File: src/rtl/pdm_mic_frontend.sv
// PDM microphone front-end: bit-clock divider, 2-flop capture, boxcar decimation
// to signed 16-bit PCM, and a first-word-fall-through sample FIFO with sticky overflow.
module pdm_mic_frontend #(
  parameter int CLK_DIV  = 25,
  parameter int DEC_RATE = 128,
  parameter int FIFO_AW  = 5
) (
  input  logic        clk,
  input  logic        reset,
  input  logic        en,
  output logic        mic_clk,
  input  logic        mic_data,
  output logic        mic_LRsel,
  input  logic        rd,
  output logic [15:0] dout,
  output logic        empty,
  output logic        full,
  output logic        overflow,
  input  logic        clr_ovf
);
  localparam int DW    = $clog2(CLK_DIV);
  localparam int BW    = $clog2(DEC_RATE);
  localparam int OW    = $clog2(DEC_RATE + 1);
  localparam int SHIFT = 15 - BW;
  localparam int CW    = FIFO_AW + 1;
  localparam int DEPTH = 1 << FIFO_AW;
  localparam logic [DW-1:0]      DIV_LAST = DW'(CLK_DIV - 1);
  localparam logic [BW-1:0]      BIT_LAST = BW'(DEC_RATE - 1);
  localparam logic signed [31:0] DEC_S    = 32'(DEC_RATE);

  logic [DW-1:0]      r_div;
  logic               r_mic_clk;
  logic               r_sync1;
  logic               r_sync2;
  logic [OW-1:0]      r_ones;
  logic [BW-1:0]      r_bitcnt;
  logic [15:0]        r_pcm;
  logic               r_pcm_vld;
  logic [15:0]        r_mem [0:DEPTH-1];
  logic [FIFO_AW-1:0] r_wr_ptr;
  logic [FIFO_AW-1:0] r_rd_ptr;
  logic [CW-1:0]      r_count;
  logic               r_empty;
  logic               r_full;
  logic               r_ovf;
  logic [15:0]        r_dout;

  logic               w_tick;
  logic               w_sample;
  logic               w_last_bit;
  logic [OW-1:0]      w_ones_tot;
  logic signed [31:0] w_v;
  logic signed [31:0] w_v_sat;
  logic [15:0]        w_pcm;
  logic               w_push;
  logic               w_pop;
  logic               w_drop;
  logic               w_wr;
  logic [CW-1:0]      w_count_nxt;

  // Sampling happens on the divider wrap that drives mic_clk low (end of high phase).
  assign w_tick     = en && (r_div == DIV_LAST);
  assign w_sample   = w_tick && r_mic_clk;
  assign w_last_bit = (r_bitcnt == BIT_LAST);
  assign w_ones_tot = r_ones + OW'(r_sync2);

  // v = 2*ones - DEC_RATE, with the lone positive overrange code clipped.
  assign w_v     = $signed(32'({w_ones_tot, 1'b0})) - DEC_S;
  assign w_v_sat = (w_v == DEC_S) ? (DEC_S - 32'sd1) : w_v;
  assign w_pcm   = 16'(w_v_sat <<< SHIFT);

  assign w_push      = r_pcm_vld;
  assign w_pop       = rd && !r_empty;
  assign w_drop      = w_push && r_full && !rd;
  assign w_wr        = w_push && !w_drop;
  assign w_count_nxt = r_count + CW'(w_wr) - CW'(w_pop);

  // Two-flop synchronizer for the asynchronous PDM input.
  always_ff @(posedge clk) begin
    if (reset) begin
      r_sync1 <= 1'b0;
      r_sync2 <= 1'b0;
    end else begin
      r_sync1 <= mic_data;
      r_sync2 <= r_sync1;
    end
  end

  // Bit-clock divider, ones accumulator and PCM sample formation.
  always_ff @(posedge clk) begin
    if (reset) begin
      r_div     <= '0;
      r_mic_clk <= 1'b0;
      r_ones    <= '0;
      r_bitcnt  <= '0;
      r_pcm     <= 16'h0000;
      r_pcm_vld <= 1'b0;
    end else begin
      r_pcm_vld <= 1'b0;
      if (!en) begin
        r_div     <= '0;
        r_mic_clk <= 1'b0;
        r_ones    <= '0;
        r_bitcnt  <= '0;
      end else begin
        if (w_tick) begin
          r_div     <= '0;
          r_mic_clk <= ~r_mic_clk;
        end else begin
          r_div <= r_div + DW'(1);
        end
        if (w_sample) begin
          if (w_last_bit) begin
            r_ones    <= '0;
            r_bitcnt  <= '0;
            r_pcm     <= w_pcm;
            r_pcm_vld <= 1'b1;
          end else begin
            r_ones   <= w_ones_tot;
            r_bitcnt <= r_bitcnt + BW'(1);
          end
        end
      end
    end
  end

  // Sample storage; stale contents are harmless because the pointers gate them.
  always_ff @(posedge clk) begin
    if (w_wr) begin
      r_mem[r_wr_ptr] <= r_pcm;
    end
  end

  // FIFO pointers, registered flags and the fall-through head register.
  always_ff @(posedge clk) begin
    if (reset) begin
      r_wr_ptr <= '0;
      r_rd_ptr <= '0;
      r_count  <= '0;
      r_empty  <= 1'b1;
      r_full   <= 1'b0;
      r_dout   <= 16'h0000;
    end else begin
      if (w_wr) begin
        r_wr_ptr <= r_wr_ptr + FIFO_AW'(1);
      end
      if (w_pop) begin
        r_rd_ptr <= r_rd_ptr + FIFO_AW'(1);
      end
      r_count <= w_count_nxt;
      r_empty <= (w_count_nxt == '0);
      r_full  <= (w_count_nxt == CW'(DEPTH));
      if (w_pop) begin
        r_dout <= ((r_count == CW'(1)) && w_wr) ? r_pcm : r_mem[r_rd_ptr + FIFO_AW'(1)];
      end else if (w_wr && r_empty) begin
        r_dout <= r_pcm;
      end
    end
  end

  // Sticky overflow; a drop in the same cycle as a clear keeps the flag set.
  always_ff @(posedge clk) begin
    if (reset) begin
      r_ovf <= 1'b0;
    end else if (w_drop) begin
      r_ovf <= 1'b1;
    end else if (clr_ovf) begin
      r_ovf <= 1'b0;
    end
  end

  assign mic_clk   = r_mic_clk;
  assign mic_LRsel = 1'b0;
  assign dout      = r_dout;
  assign empty     = r_empty;
  assign full      = r_full;
  assign overflow  = r_ovf;

endmodule

File: config.mk
export PLATFORM = sky130hd
export DESIGN_NAME = pdm_mic_frontend
export DESIGN_NICKNAME = d
export VERILOG_FILES = /design/src/rtl/pdm_mic_frontend.sv
export SDC_FILE = /design/constraint.sdc
export NUM_CORES = 1
export LEC_CHECK = 0
export BUFFER_PORTS_ARGS = -buffer_cell sky130_fd_sc_hd__clkbuf_2
export CAP_MARGIN = 20
export CORE_MARGIN = 2
export CORE_UTILIZATION = 60
export CTS_CLUSTER_DIAMETER = 60
export CTS_CLUSTER_SIZE = 30
export DETAILED_ROUTE_END_ITERATION = 16
export HOLD_SLACK_MARGIN = 0.08
export PLACE_DENSITY = 0.88
export SLEW_MARGIN = 20
export SYNTH_ARGS = -nofsm -noshare
export SYNTH_HDL_FRONTEND = slang
export SYNTH_SLANG_ARGS = --single-unit
File: constraint.sdc
create_clock -name clk -period 4.4 [get_ports clk]
set_input_delay 0.22 -clock clk [delete_from_list [all_inputs] [get_ports clk]]
set_output_delay 0.22 -clock clk [all_outputs]
set_load 0.03 [all_outputs]
After elaboration in Yosys (flattened, before gate mapping)
Memories as Yosys holds them, arrays and structs flattened.
Cells that the tools add are included.
{"block": "word_totals", "ff_bits": 67, "ram_bits": 256, "input_bits": 6, "out_inout_bits": 21, "wordCells": 61, "memories": 1}
{"block": "classes", "add_sub_neg": 8, "eq_ne": 5, "n_mux": 11, "bitwise_logic": 3, "n_reduce_logical": 18}
{"name": "r_mem", "depth": 32, "width": 8, "rd": 1, "rd_ports_with_merged_regs": 0, "wr": 1, "line_no": "39", "text": "logic [15:0] r_mem [0:DEPTH-1];"}
{"operator": "$mux W16", "count": 3}
{"operator": "$mux W8", "count": 2}
{"operator": "$add A5 B1 Y5 const B", "count": 3}
{"operator": "$eq A10 B9 Y1 const B", "count": 1}
{"operator": "$sub A9 B8 Y10 const B", "count": 1}
{"operator": "$add A8 B1 Y8", "count": 1}
{"operator": "$logic_and A1 B1 Y1", "count": 8}
{"operator": "$add A7 B1 Y7 const B", "count": 1}
{"operator": "$eq A7 B7 Y1 const B", "count": 1}
{"operator": "$mux W7", "count": 1}
{"operator": "$add A6 B1 Y6", "count": 1}
{"operator": "$eq A6 B1 Y1 const B", "count": 1}
{"operator": "$eq A6 B6 Y1 const B", "count": 1}
{"operator": "$logic_not A6 Y1", "count": 1}
{"operator": "$reduce_or A3 Y1", "count": 2}
{"operator": "$sub A6 B1 Y6", "count": 1}
{"operator": "$eq A5 B5 Y1 const B", "count": 1}
{"operator": "$mux W1", "count": 5}
{"operator": "$reduce_bool A2 Y1", "count": 2}
{"operator": "$logic_not A1 Y1", "count": 3}
{"operator": "$not A1 Y1", "count": 3}
{"operator": "$reduce_and A3 Y1", "count": 1}
{"operator": "$reduce_or A2 Y1", "count": 1}

Depth between registers and ports, before layout
Gate-level depths: netlist of run 1.
{"block": "depth", "depth_word": 7, "depth_mapped": 14, "mapped_depth_nobuf": 13}

Least setup slack after synthesis of run 1
OpenSTA, ideal clock, no wires.
{"block": "synth_timing", "kind": "register to register", "startpoint": "reg r_full, in the netlist full", "endpoint": "reg r_full, in the netlist full", "setup_time_ps": 78, "arrival_time_ps": 2413, "required_time_ps": 4322, "setup_slack_ps": 1909, "stages_incl_launch_ff": 15, "n_path_buf": 1, "synth_period_minus_slack_ps": 2491, "cell_sequence": "dfxtp_1 -> nand2b_1 -> and2_1 -> buf_2 -> inv_1 -> ha_1 -> inv_1 -> ha_1 -> fa_1 -> a21oi_1 -> nor2_1 -> nor2_1 -> xor2_1 -> nand3_1 -> nor3_1"}
{"block": "synth_between", "elab_chain_len": 7}
{"element": "start, declared", "line_no": "44", "text": "logic r_full;"}
{"element": "start signal, assigned", "line_no": "152", "text": "r_full <= (w_count_nxt == CW'(DEPTH));"}
{"element": "$logic_and A1 B1 Y1 (2 in a row)", "line_no": "74", "text": "assign w_drop = w_push && r_full && !rd;"}
{"element": "$logic_not A1 Y1", "line_no": "75", "text": "assign w_wr = w_push && !w_drop;"}
{"element": "$logic_and A1 B1 Y1", "line_no": "75"}
{"element": "$add A6 B1 Y6", "line_no": "76", "text": "assign w_count_nxt = r_count + CW'(w_wr) - CW'(w_pop);"}
{"element": "$sub A6 B1 Y6", "line_no": "76"}
{"element": "$eq A6 B6 Y1", "line_no": "152"}
Every way passes these cells.
A chain may end at the register's enable or synchronous reset.

Worst setup path in the final report of run 1
{"block": "layout_timing", "startpoint": "reg r_rd_ptr[0]", "endpoint": "reg r_dout[11], in the netlist dout[11]"}
{"block": "layout_between", "elab_chain_len": 4}
{"element": "start, declared", "line_no": "41", "text": "logic [FIFO_AW-1:0] r_rd_ptr;"}
{"element": "start signal, assigned", "line_no": "148", "text": "r_rd_ptr <= r_rd_ptr + FIFO_AW'(1);"}
{"element": "$add A5 B1 Y5", "line_no": "154", "text": "r_dout <= ((r_count == CW'(1)) && w_wr) ? r_pcm : r_mem[r_rd_ptr + FIFO_AW'(1)];"}
{"element": "$mem_v2 Z32 W8"}
{"element": "$mux W16", "line_no": "154"}
{"element": "$mux W16", "line_no": "153", "text": "if (w_pop) begin"}
{"element": "end signal, assigned", "line_no": "154"}
{"element": "end signal, assigned", "line_no": "156", "text": "r_dout <= r_pcm;"}
{"element": "end, declared", "line_no": "46", "text": "logic [15:0] r_dout;"}
Every way passes these cells.

==> results.py, run 1 <==
metrics = {
    "place": {
        "dp_hpwl_mm": 15.9,
        "placed_cells": 1022,
        "port_buffers": 17,
        "place_congestion": 0.767,
    },
    "critical_path": {
        "cp.arrival_ns": 3.63,
        "r2r_cells": 7,
        "critPathLaunchType": "register",
        "reg2reg_to": "dout[11]",
        "cp_data_required_time_ns": 4.82,
        "crit_start": "r_rd_ptr[0]",
        "r2r_start": "r_rd_ptr[0]",
        "crit_path_end": "dout[11]",
        "critical_path_class": "reg2reg",
        "rrSetupSlack_ns": 1.19,
        "end_kind": "register",
        "crit_fanout": 35,
    },
    "global_route": {
        "grt_pass1_vias": 6830,
        "grt_max_degree": 42,
        "grt-ovfl-total": 0,
        "grt_antenna_before_repair": 0,
        "grt_pass1_wl_mm": 40.0,
        "grt_usage_pct": 24.1,
    },
    "flow_run": {
        "cap_viol_max_count": 0,
    },
    "sta": {
        "fin_skew_ns": 0.0260,
        "hold_violations": 0,
        "worst_slew_pin_slew_ns": 1.07,
        "max_slew_margin_pct": 28.5,
        "min_period_ns": 3.21,
        "holdWs_ns": 0.111,
        "clock.fmax_ghz": 0.311,
        "finalSetupTns_ns": 0,
        "setup_violations": 0,
        "period_share_pct": 73.0,
        "slew_violations": 0,
        "rsz0062_at_grt": "no",
    },
    "power": {
        "p_leak_nw": 5.00,
        "total_power_mw": 5.57,
        "ir_drop_v": 0.000376,
        "p_per_area_nw_per_um2": 407,
    },
    "synth": {
        "yosysWarnings": 0,
        "synth-edff-count": 256,
        "synth_ff_type": "edfxtp_1",
        "synth.cell_area_um2": 12700,
        "ys_async_sr_fraction_pct": 0,
        "yosysSeqAreaShare_pct": 69.6,
        "yosysUniqueCellTypes": 55,
        "netlist_instances": 753,
        "avgSynthCellArea_um2": 16.9,
        "ys_ff_latch": 315,
    },
    "floorplan": {
        "start_util_pct": 60.8,
        "coreArea_um2": 21000,
        "die_area_um2": 22400,
        "fp.dieH_um": 150,
        "rows": 53,
        "die_x_um": 150,
        "ios": 27,
    },
    "clock_tree": {
        "clk_latency_ns": 0.53,
        "cts_tree": "done",
        "cts.clk_slew.worst_paths_ns": 0.11,
        "cts-root-buf": "clkbuf_16",
        "cts.sinks": 315,
        "h-tree-depth": 1,
        "ctsResizeCount": 0,
        "cts_setup_buffers": 0,
        "cts_made_buffers": 17,
        "clk_path_buf_depth": 3,
    },
    "finish": {
        "fillers": 1375,
        "stdcell_count": 1055,
        "drive_above_1_share_pct": 19.6,
        "nets": 794,
        "area_delta_synth_final_pct": 7.26,
        "multi_input_area_um2": 3620,
        "diodes": 0,
        "ff_latch_area_um2": 8880,
    },
    "drt": {
        "avgViaCountPerCell": 6.50,
        "num_vias": 6856,
        "drcViolationCount": 0,
        "drtAntennaViolNets": 0,
        "wl_per_cell_um": 24.9,
        "drtIter0Drc": 886,
        "first_pass_iters": 6,
        "wirelength_mm": 26.3,
    },
    "outcome": {
        "status": "finished, final reports clean",
    },
    "worst_hold_path": {
        "min_from": "rd",
        "hold_path_class": "in2reg",
    },
}
how the worst min path moves through the flow:
stage / end / slack [ns] / cells after the start
3_5_place_dp: r_sync1 / 0.44 / 2
6_report: overflow / 0.11 / 4
5_1_grt: overflow / 0.11 / 4
4_1_cts: overflow / 0.10 / 4
2_1_floorplan: r_sync1 / 0.35 / 1
3_3_place_gp: r_sync1 / 0.43 / 2
report_power, final:
group | leakage (nW) | switching (mW) | internal (mW)
Clock | 0.280 | 1.04 | 0.793
Sequential | 3.46 | 0.0134 | 3.20
Combinational | 1.26 | 0.315 | 0.215
Total | 5.00 | 1.36 | 4.21
flip-flops by register name (all words and copies together), names as in the netlist, 6 cells and up:
name,count
r_bitcnt,7
dout,8
r_ones,8
r_count,6
r_mem,256
r_pcm,8
layer usage:
layer  share of wire, %  global-route usage [%]
met5                  0                       0
met4                3.6                    7.88
met3                9.1                    4.88
met2                 51                    41.0
met1                 37                    31.7
synthesized netlist by cell type, types with 9 or more instances:
master    number  area (um^2)
a21oi_1       19         95.1
buf_2          9         45.0
buf_4         14          105
clkbuf_1      10         37.5
dfxtp_1       59         1180
edfxtp_1     256         7690
ha_1          18          225
inv_1         17         63.8
mux2_2        16          180
mux2i_1        9         90.1
mux4_2        64         1440
nand2_1       28          105
nand3_1       11         55.1
nor2_1        68          255
nor2b_1       13         81.3
o21ai_0       13         65.1
xnor2_1       11         96.3
xor2_1        13          114
area by class of cell:
type                            count  share of cell area (%)
Inverter                           18                   0.494
Sequential cell                   315                    64.9
Timing Repair Buffer               28                    1.37
Multi-Input combinational cell    389                    26.4
Clock buffer                       18                    3.21
Clock inverter                     12                    1.02
Tap cell                          275                    2.52
placed cells by master (no fill, tap or decap), types with 3 or more instances in the layout:
master,Yosys,final
inv_6,0,4
ha_1,18,17
xor2_1,13,12
nand2_1,28,28
a2111oi_0,8,8
or2_2,3,3
mux4_2,64,64
a221o_1,8,8
edfxtp_1,256,256
o221a_1,3,3
mux2_2,16,16
clkbuf_16,0,17
o21ai_0,13,13
nor2_1,68,68
buf_4,14,7
dlygate4sd3_1,0,3
nand2b_1,4,4
a211oi_1,8,8
clkbuf_2,0,17
inv_1,17,17
or3_1,6,6
and2_1,4,4
dfxtp_1,59,51
a21oi_1,19,19
conb_1,1,9
nand4_1,4,4
nor2b_1,13,13
xnor2_1,11,11
a22o_1,3,3
o22ai_1,8,8
mux2i_1,9,9
o21a_1,3,3
nand3_1,11,11
nor3_1,8,8
dfxtp_2,0,7
per-stage QoR:
stage	setup WS, ns	instance area, um^2	util (%)
2_1_floorplan	1.91	12800	-
3_3_place_gp	1.24	13100	62.3
3_5_place_dp	1.09	13100	62.3
4_1_cts	1.13	13700	65.2
5_1_grt	0.959	13700	65.3
6_report	1.19	13700	65.3
cell families after synthesis:
kind of cell    Yosys count  share of synthesized area (%)
buf+inv                  57                           2.47
simple gates            161                           6.04
flops                   315                           69.6
mux                      89                           13.4
compound gates           87                           4.90
xor+xnor                 24                           1.65
fa+ha+maj                19                           1.92
other cells               1                         0.0294
critical path: stages (launching register included):
cell and delay [ns]:
dfxtp_4 0.36, buf_4 0.54, buf_4 0.67, mux4_2 0.58
mux2_2 0.28, o22ai_1 0.25, a2111oi_0 0.12, a221o_1 0.31
what timing repair did:
action | 4_1_cts | 5_1_grt
hold buffers | 3 | 0
endpoints found under the setup margin | 0 | 0
endpoints found under the hold margin | 5 | 0
No activity file was read; power rests on OpenSTA's default activity.
==> run 2: changes to the inputs <==
==> constraint.sdc (replaced) <==
create_clock -name clk -period 3.1 [get_ports clk]
set_input_delay 0.155 -clock clk [delete_from_list [all_inputs] [get_ports clk]]
set_output_delay 0.155 -clock clk [all_outputs]
set_load 0.03 [all_outputs]
==> run 2 against run 1 <==
Global-route usage decreased by 0.40 points; die area unchanged; utilization increased by 0.21 points; worst setup slack got worse by 0.80 ns; count of clock-buffer cells in the layout increased by 2; critical endpoint is now dout[14]; largest power group unchanged; highest routed layer unchanged.
==> results.py, run 2 (synthesized netlist as in run 1, its figures left out) <==
metrics = {
    "critical_path": {
        "r2r_cells": 7,
        "path_cells": "buf_12 > nand3_2 > mux2i_1 > a21oi_2 > o22ai_1 > a2111oi_0 > a221o_1",
        "cp_data_required_time_ns": 3.56,
        "cp.buffers_inverters": 1,
        "slowest_delay_ns": 0.55,
        "critPathLaunchType": "register",
        "end_kind": "register",
        "critical_path_class": "reg2reg",
        "crit_slowest_cell": "a2111oi_0",
        "worstSetupPathDepth": 7,
        "crit_fanout": 68,
        "cp.arrival_ns": 3.17,
        "critPathTopFamily": "compound AO/OA/AOI/OAI gates",
    },
    "worst_hold_path": {
        "hold_path_class": "in2reg",
        "min_path_cells": 4,
    },
    "drt": {
        "drtIter0Drc": 811,
        "first_pass_iters": 8,
        "wirelength_mm": 25.5,
        "drcViolationCount": 0,
        "avgViaCountPerCell": 6.40,
        "drtAntennaViolNets": 0,
        "wl_per_cell_um": 24.0,
        "num_vias": 6799,
    },
    "global_route": {
        "grt_usage_pct": 23.7,
        "grt_pass1_vias": 6933,
        "grt-ovfl-total": 0,
        "grt_antenna_before_repair": 0,
        "grt_pass1_wl_mm": 39.9,
        "grt_max_degree": 69,
    },
    "flow_run": {
        "cap_viol_max_count": 0,
    },
    "power": {
        "p_leak_nw": 5.04,
        "ir_drop_v": 0.000521,
        "p_per_area_nw_per_um2": 565,
        "total_power_mw": 7.76,
    },
    "finish": {
        "layout_commonest_cell": "edfxtp_1",
        "fillers": 1361,
        "diodes": 0,
        "largest_register": "r_mem",
        "drive_above_1_share_pct": 19.7,
        "largest_register_ffs": 256,
        "ff_latch_area_um2": 8880,
        "area_delta_synth_final_pct": 7.62,
        "nets": 802,
        "fin_util_pct": 65.5,
        "multi_input_area_um2": 3620,
        "final_cell_mix": "256 x edfxtp_1, 68 x nor2_1, 64 x mux4_2",
    },
    "sta": {
        "min_period_ns": 2.72,
        "setup_violations": 0,
        "layout_setup_ws_ns": 0.384,
        "rsz0062_at_grt": "no",
        "fin_skew_ns": 0.0317,
        "worst_slew_pin_slew_ns": 0.879,
        "max_slew_margin_pct": 41.2,
        "slew_violations": 0,
        "finalSetupTns_ns": 0,
        "clock.fmax_ghz": 0.368,
        "hold_violations": 0,
        "period_share_pct": 87.6,
    },
    "place": {
        "port_buffers": 17,
        "place_ws_ns": 0.442,
        "place_congestion": 0.820,
        "dp_hpwl_mm": 16.2,
    },
    "clock_tree": {
        "cts_tree": "done",
        "clk_latency_ns": 0.52,
        "h-tree-depth": 1,
        "cts.clk_slew.worst_paths_ns": 0.10,
        "cts_setup_buffers": 0,
        "ctsResizeCount": 0,
        "cts-root-buf": "clkbuf_16",
        "cts.sinks": 315,
        "cts_made_buffers": 16,
        "clk_path_buf_depth": 3,
    },
    "floorplan": {
        "rows": 53,
        "coreArea_um2": 21000,
        "die_x_um": 150,
        "start_util_pct": 60.8,
        "die_area_um2": 22400,
        "fp.dieH_um": 150,
        "ios": 27,
    },
    "outcome": {
        "status": "finished, final reports clean",
    },
}
-- run 2: cell types whose count changed in the layout (fill, tap and decap cells not counted), moves of 2 or more --
cell / before / now
clkinv_2: 0 / 2
dfxtp_2: 7 / 4
inv_6: 4 / 1
clkinv_8: 2 / 0
buf_4: 7 / 13
buf_12: 1 / 3
clkbuf_1: 0 / 3
dfxtp_1: 51 / 54
-- run 2: worst paths after layout --
path	from	to	slack (ns)
hold / removal	rd	r_rd_ptr[1]	0.16
setup reg to reg	r_rd_ptr[0]	dout[14]	0.38
setup / recovery	r_rd_ptr[0]	dout[14]	0.38
hold reg to reg	r_sync1	r_sync2	0.44
-- run 2: routing by layer --
metal / up-vias / share of wire (%) / GRT usage, %
met5: - / 0 / 0
li1: 2964 / - / -
met1: 3428 / 38 / 33.1
met3: 76 / 8.0 / 3.41
met4: 0 / 3.1 / 7.12
met2: 331 / 50 / 39.6
-- run 2: final cells by class --
cell class              count  share of cell area (%)
clock buffers              20                    3.18
inverters                  18                   0.492
well taps                 275                    2.51
flip-flops and latches    315                    64.7
multi-input cells         389                    26.4
repair buffers             37                    2.06
clock inverters             8                   0.657
-- run 2: power breakdown --
part / total [mW] / leakage (nW) / switching (mW) / internal [mW]
Combinational: 0.765 / 1.32 / 0.444 / 0.320
Clock: 2.43 / 0.261 / 1.35 / 1.08
Sequential: 4.56 / 3.46 / 0.0218 / 4.54
-- run 2: tightest hold or removal path: cells and delay by family --
| family | cells | cell delay, ns |
|---|---|---|
| AO/OA/AOI/OAI | 1 | 0.07 |
| AND/OR/NAND/NOR | 2 | 0.28 |
| buffers and inverters | 1 | 0.10 |
-- run 2: repair_timing --
action	in CTS	in global routing
endpoints found under the hold margin	10	0
hold buffers	4	0
setup endpoints to repair	0	0
-- run 2: stage by stage --
stage	instance area (um^2)	std cells	hold WS, ns
after floorplan	12800	761	0.283
after detailed placement	13100	1030	0.373
final	13700	1062	0.158
after global placement	13100	1030	0.368
after global routing	13700	1062	0.182
after CTS	13700	1062	0.140
